<file path="src/rtl/tensor_job_sequencer.sv">
// Sequences one tensor-core job: operand load, burst write, operate, burst read, result drain.
// Every instruction word is registered from the next-state decode so it lines up with its state.
module tensor_job_sequencer #(
    parameter int OP_LATENCY = 3
) (
    input  logic        clock_in,
    input  logic        reset_in,
    input  logic        job_valid_in,
    output logic        job_ready_out,
    input  logic [1:0]  job_opsel_in,
    input  logic        job_reuse_in,
    input  logic        operand_valid_in,
    input  logic [7:0]  operand_data_in,
    output logic        operand_ready_out,
    output logic [15:0] instruction_out,
    output logic [15:0] instruction_neg_out,
    input  logic [15:0] result_pair_in,
    output logic        result_valid_out,
    output logic [7:0]  result_data_out,
    output logic        result_last_out,
    input  logic        result_ready_in,
    output logic        busy_out,
    output logic [15:0] job_count_out
);
    localparam logic [3:0] S_IDLE  = 4'd0;
    localparam logic [3:0] S_LOAD  = 4'd1;
    localparam logic [3:0] S_WCMD  = 4'd2;
    localparam logic [3:0] S_WDATA = 4'd3;
    localparam logic [3:0] S_OPER  = 4'd4;
    localparam logic [3:0] S_WAIT  = 4'd5;
    localparam logic [3:0] S_RCMD  = 4'd6;
    localparam logic [3:0] S_RDATA = 4'd7;
    localparam logic [3:0] S_DRAIN = 4'd8;

    localparam logic [15:0] NOP_WORD   = 16'h0000;
    localparam logic [15:0] WRITE_WORD = 16'h0006;
    localparam logic [15:0] READ_WORD  = 16'h0002;
    localparam int          WAIT_W     = $clog2(OP_LATENCY + 1);

    logic [3:0]         state, state_nxt;
    logic [2:0]         beat, beat_nxt;
    logic [4:0]         byte_cnt;
    logic [WAIT_W-1:0]  wait_cnt;
    logic [3:0]         drain_idx;
    logic [1:0]         opsel_q, opsel_nxt;
    logic [17:0][7:0]   staging;
    logic [8:0][7:0]    result;
    logic [19:0][7:0]   stage_ext;
    logic [4:0]         base;
    logic [15:0]        word_nxt, neg_nxt;
    logic               job_accept, operand_accept, result_accept, wait_done, last_byte, last_result;

    assign job_accept     = job_valid_in && (state == S_IDLE);
    assign operand_accept = operand_valid_in && (state == S_LOAD);
    assign result_accept  = result_ready_in && (state == S_DRAIN);
    assign last_byte      = (byte_cnt == 5'd17);
    assign last_result    = (drain_idx == 4'd8);
    assign wait_done      = (wait_cnt == WAIT_W'(OP_LATENCY - 1));
    // Bytes 18 and 19 pad the final write beat with zeros.
    assign stage_ext      = {16'h0000, staging};

    always_comb begin
        state_nxt = state;
        beat_nxt  = beat;
        case (state)
            S_IDLE:  if (job_valid_in) state_nxt = job_reuse_in ? S_OPER : S_LOAD;
            S_LOAD:  if (operand_valid_in && last_byte) state_nxt = S_WCMD;
            S_WCMD: begin
                state_nxt = S_WDATA;
                beat_nxt  = 3'd0;
            end
            S_WDATA: begin
                if (beat == 3'd4) begin
                    state_nxt = S_OPER;
                    beat_nxt  = 3'd0;
                end else begin
                    beat_nxt = beat + 3'd1;
                end
            end
            S_OPER:  state_nxt = S_WAIT;
            S_WAIT:  if (wait_done) state_nxt = S_RCMD;
            S_RCMD: begin
                state_nxt = S_RDATA;
                beat_nxt  = 3'd0;
            end
            S_RDATA: begin
                if (beat == 3'd4) begin
                    state_nxt = S_DRAIN;
                    beat_nxt  = 3'd0;
                end else begin
                    beat_nxt = beat + 3'd1;
                end
            end
            S_DRAIN: if (result_ready_in && last_result) state_nxt = S_IDLE;
            default: state_nxt = S_IDLE;
        endcase
    end

    // A reuse job goes IDLE->OPERATE directly, so the select must bypass opsel_q.
    always_comb begin
        opsel_nxt = (state == S_IDLE) ? job_opsel_in : opsel_q;
        base      = {beat_nxt, 2'b00};
        word_nxt  = NOP_WORD;
        neg_nxt   = 16'h0000;
        case (state_nxt)
            S_WCMD:  word_nxt = WRITE_WORD;
            S_WDATA: begin
                neg_nxt  = {stage_ext[base], stage_ext[base + 5'd1]};
                word_nxt = {stage_ext[base + 5'd2], stage_ext[base + 5'd3]};
            end
            S_OPER:  word_nxt = {12'h000, opsel_nxt, 2'b01};
            S_RCMD:  word_nxt = READ_WORD;
            default: ;
        endcase
    end

    always_ff @(posedge clock_in or negedge reset_in) begin
        if (!reset_in) begin
            state               <= S_IDLE;
            beat                <= '0;
            byte_cnt            <= '0;
            wait_cnt            <= '0;
            drain_idx           <= '0;
            opsel_q             <= '0;
            staging             <= '0;
            result              <= '0;
            instruction_out     <= NOP_WORD;
            instruction_neg_out <= '0;
            job_count_out       <= '0;
        end else begin
            state               <= state_nxt;
            beat                <= beat_nxt;
            instruction_out     <= word_nxt;
            instruction_neg_out <= neg_nxt;
            if (job_accept) opsel_q <= job_opsel_in;
            if (operand_accept) begin
                staging[byte_cnt] <= operand_data_in;
                byte_cnt          <= last_byte ? 5'd0 : byte_cnt + 5'd1;
            end
            if (state == S_WAIT) wait_cnt <= wait_done ? '0 : wait_cnt + WAIT_W'(1);
            // The fifth pair's low half is element 0 wrapping around; drop it.
            if (state == S_RDATA) begin
                result[{beat, 1'b0}] <= result_pair_in[15:8];
                if (beat != 3'd4) result[{beat, 1'b1}] <= result_pair_in[7:0];
            end
            if (result_accept) begin
                drain_idx <= last_result ? 4'd0 : drain_idx + 4'd1;
                if (last_result) job_count_out <= job_count_out + 16'd1;
            end
        end
    end

    assign job_ready_out     = (state == S_IDLE);
    assign operand_ready_out = (state == S_LOAD);
    assign busy_out          = (state != S_IDLE);
    assign result_valid_out  = (state == S_DRAIN);
    assign result_data_out   = result[drain_idx];
    assign result_last_out   = (state == S_DRAIN) && last_result;

endmodule
</file>
<file path="config.mk">
export PLATFORM = sky130hd
export DESIGN_NAME = tensor_job_sequencer
export DESIGN_NICKNAME = d
export VERILOG_FILES = /design/src/rtl/tensor_job_sequencer.sv
export SDC_FILE = /design/constraint.sdc
export NUM_CORES = 1
export LEC_CHECK = 0
export ABC_AREA = 0
export CORE_MARGIN = 3
export CORE_UTILIZATION = 59
export CTS_CLUSTER_SIZE = 10
export DETAILED_ROUTE_END_ITERATION = 8
export PLACE_DENSITY = 0.8
export SYNTH_ARGS = -nofsm -noshare
export SYNTH_HDL_FRONTEND = slang
export SYNTH_SLANG_ARGS = --single-unit
</file>
<file path="constraint.sdc">
create_clock -name clock_in -period 2.49 [get_ports clock_in]
set_input_delay 0.498 -clock clock_in [delete_from_list [all_inputs] [get_ports clock_in]]
set_output_delay 0.498 -clock clock_in [all_outputs]
set_load 0.005 [all_outputs]
</file>
==> impl_metrics.ini <==
[outcome]
status = finished, violations left
violations = negative setup slack

[global_route]
grt_pass1_wl_um = 45700
antenna_found_initial = 0
grt_max_degree = 70
grt_overflow = 0
grt_usage_pct = 24.1
grt_pass1_vias = 8715

[drt]
dr.pass1.iters = 5
drt_iter0_markers = 366
top_layer = met4
met2_length_um = 14000
antenna_left = 0
route.met3.wl_um = 1280
num_vias = 8053
routed_wl_um = 28000
route.detailed.drc = 0
wl_met1_um = 12100
routed_via_density = 5.95
wl_per_cell_um = 20.7

[timing]
final_max_slew_viol_count = 0
min_period_over_period_pct = 104
finalSetupViolations = 6
worst_pin_slew_ns = 0.763
rsz0062_at_grt = true
post-route-min-period_ns = 2.58
slew_headroom_pct = 49.0
skew_ns = 0.0201
hold_viol = 0
tns_ns = -0.224
setup_slack_ns = -0.0898
max_freq_mhz = 388

[pwr]
power_uw = 16100
peakVddDrop_mv = 0.609
p_per_area_nw_per_um2 = 1060
leakage_uw = 0.00708

[clocking]
clock_path_buffers = 3
clkLatencyLatePin_ns = 0.50
cts_max_level = 2
path_clk_slew_ns = 0.05
cts_tree = yes
cts_buffers = 34
clock_tree.root_cell = clkbuf_16
clkSinkCount = 284

[synth]
synth_compound_area_share_pct = 4.38
synth.area.mux_share_pct = 26.7
synth_edf_count = 0
seq_area_frac_synth_pct = 56.5
synth_cell_types = 57
synth_top_family_by_area = multiplexers
ys.flop_type = dfrtp_1
yosys_warnings = 0
synth_seq_cells = 284
yosys.area_share.adder_pct = 0.896
syn_inst = 929
synth-simple-area-share_pct = 7.97
synthXorXnorAreaFrac_pct = 1.24
syn_area_um2 = 12600
syn_area_per_cell_um2 = 13.5
async_flop_share_pct = 100
synth_fp_nets = 970

[setup_path]
worstPathArrival_ns = 2.08
start_kind = flop
rrSetupSlack_ns = 0.13
worst-setup-path-type = reg2out
cp.required_ns = 1.99
end_kind = primary output
worstPathMaxFanout = 4

[finish]
layout-drive-gt1-share_pct = 35.9
final_common_cell = dfrtp_1
layout_common_cells = dfrtp_1 (278), mux2_2 (217), nand2_1 (85), clkdlybuf4s50_1 (78), buf_4 (53)
syn_to_final_growth_pct = 21.0
nets = 1122
num_antenna_cells = 0

[die]
rows = 52
die_width_um = 152
core_area_um2 = 20600
dieArea_um2 = 23100
start_util_pct = 61.1
die_y_um = 152
ioPinCount = 93

[place]
hpwl_um = 17500
place.gp.congestion = 0.850
portBuffers = 92

[run]
drv_cap = 0

[hold_path]
min_path_type = reg2reg
sequential cells by signal, summed over array words and instances (netlist names):
signal and cells:
instruction_neg_out 16, state 4, byte_cnt 5, job_count_out 16
result 72, opsel_q 2, stage_ext 144, wait_cnt 2
beat 3, drain_idx 4, instruction_out 16
metal layers:
| metal | vias to the layer above | GRT usage, % |
|---|---|---|
| met1 | 4147 | 32.7 |
| li1 | 3621 | - |
| met2 | 231 | 40.6 |
| met5 | - | 0 |
| met3 | 54 | 3.81 |
| met4 | 0 | 7.53 |
final timing paths:
check                                  start  cells after the start            endpoint
max                             drain_idx[0]                      6  result_data_out[1]
min in group asynchronous           reset_in                      2          result[14]
min                        job_count_out[15]                      1   job_count_out[15]
min reg2reg                job_count_out[15]                      1   job_count_out[15]
max reg2reg                          beat[0]                      9  instruction_out[1]
max in group asynchronous           reset_in                      3            state[1]
layout make-up:
| type | count | area [um^2] |
|---|---|---|
| sequential | 284 | 7110 |
| fill | 1331 | 5350 |
| multi-input combinational | 584 | 5220 |
| timing repair buffer | 164 | 1560 |
| clock buffer | 37 | 883 |
| tap | 270 | 338 |
| inverter | 13 | 51.3 |
| clock inverter | 2 | 38.8 |
timing repair:
item | CTS | global route
setup buffers | 26 | 1
resized for setup | 68 | 7
pin swaps | 10 | 7
hold buffers | 1 | 0
endpoints found under the hold margin | 42 | 0
cloned | 1 | 0
endpoints found under the setup margin | 13 | 12
cells by family after synthesis:
family | after synthesis
AOI/OAI and AO/OA | 84
xor gates and xnor gates | 17
adders and majority gates | 9
buffers and inverters | 61
DFF | 284
muxes | 288
and+or+nand+nor | 186
worst max-delay path, stage by stage, from the launching register on:
cell and delay, ns:
dfrtp_2 0.42, buf_6 0.14, buf_6 0.10, mux4_2 0.50, mux2i_2 0.21, o21ai_1 0.09, buf_2 0.13
power breakdown:
part	switching [uW]	internal, uW
Clock	1720	2590
Combinational	2210	2600
Sequential	869	6110
stage by stage:
step	cells	instance area (um^2)	util [%]	hold slack (ns)	worst slack [ns]
after floorplan	929	12600	-	0.202	0.314
after global placement	1287	14000	68.2	0.431	0.133
after detailed placement	1287	14000	68.2	0.434	0.147
after CTS	1354	15200	73.9	0.488	-0.108
after global routing	1354	15200	74.0	0.513	-0.146
final	1354	15200	74.0	0.475	-0.0898
synth_stat cells (all sizes together) (2+ instances only):
cell	number	area share [%]
nand2b	6	0.30
nor3	12	0.69
nand4	4	0.20
buf	27	1.2
and2	10	0.50
xor2	7	0.55
clkbuf	21	0.63
nand2	93	2.9
a211o	12	0.84
o221ai	8	0.56
xnor2	10	0.70
dfrtp	284	57
a32oi	2	0.14
o22ai	13	0.65
and3b	3	0.23
nor4b	3	0.33
o21ai	15	0.60
and3	8	0.45
a21oi	24	0.96
mux2	221	20
nor2	16	0.48
a21o	3	0.18
nor4	3	0.39
and4	2	0.16
nand3	13	0.52
or3	2	0.10
ha	9	0.90
nand3b	3	0.18
nor2b	4	0.20
inv	13	0.39
mux4	16	2.9
mux2i	51	4.1
No activity file was read; power rests on OpenSTA's default activity.
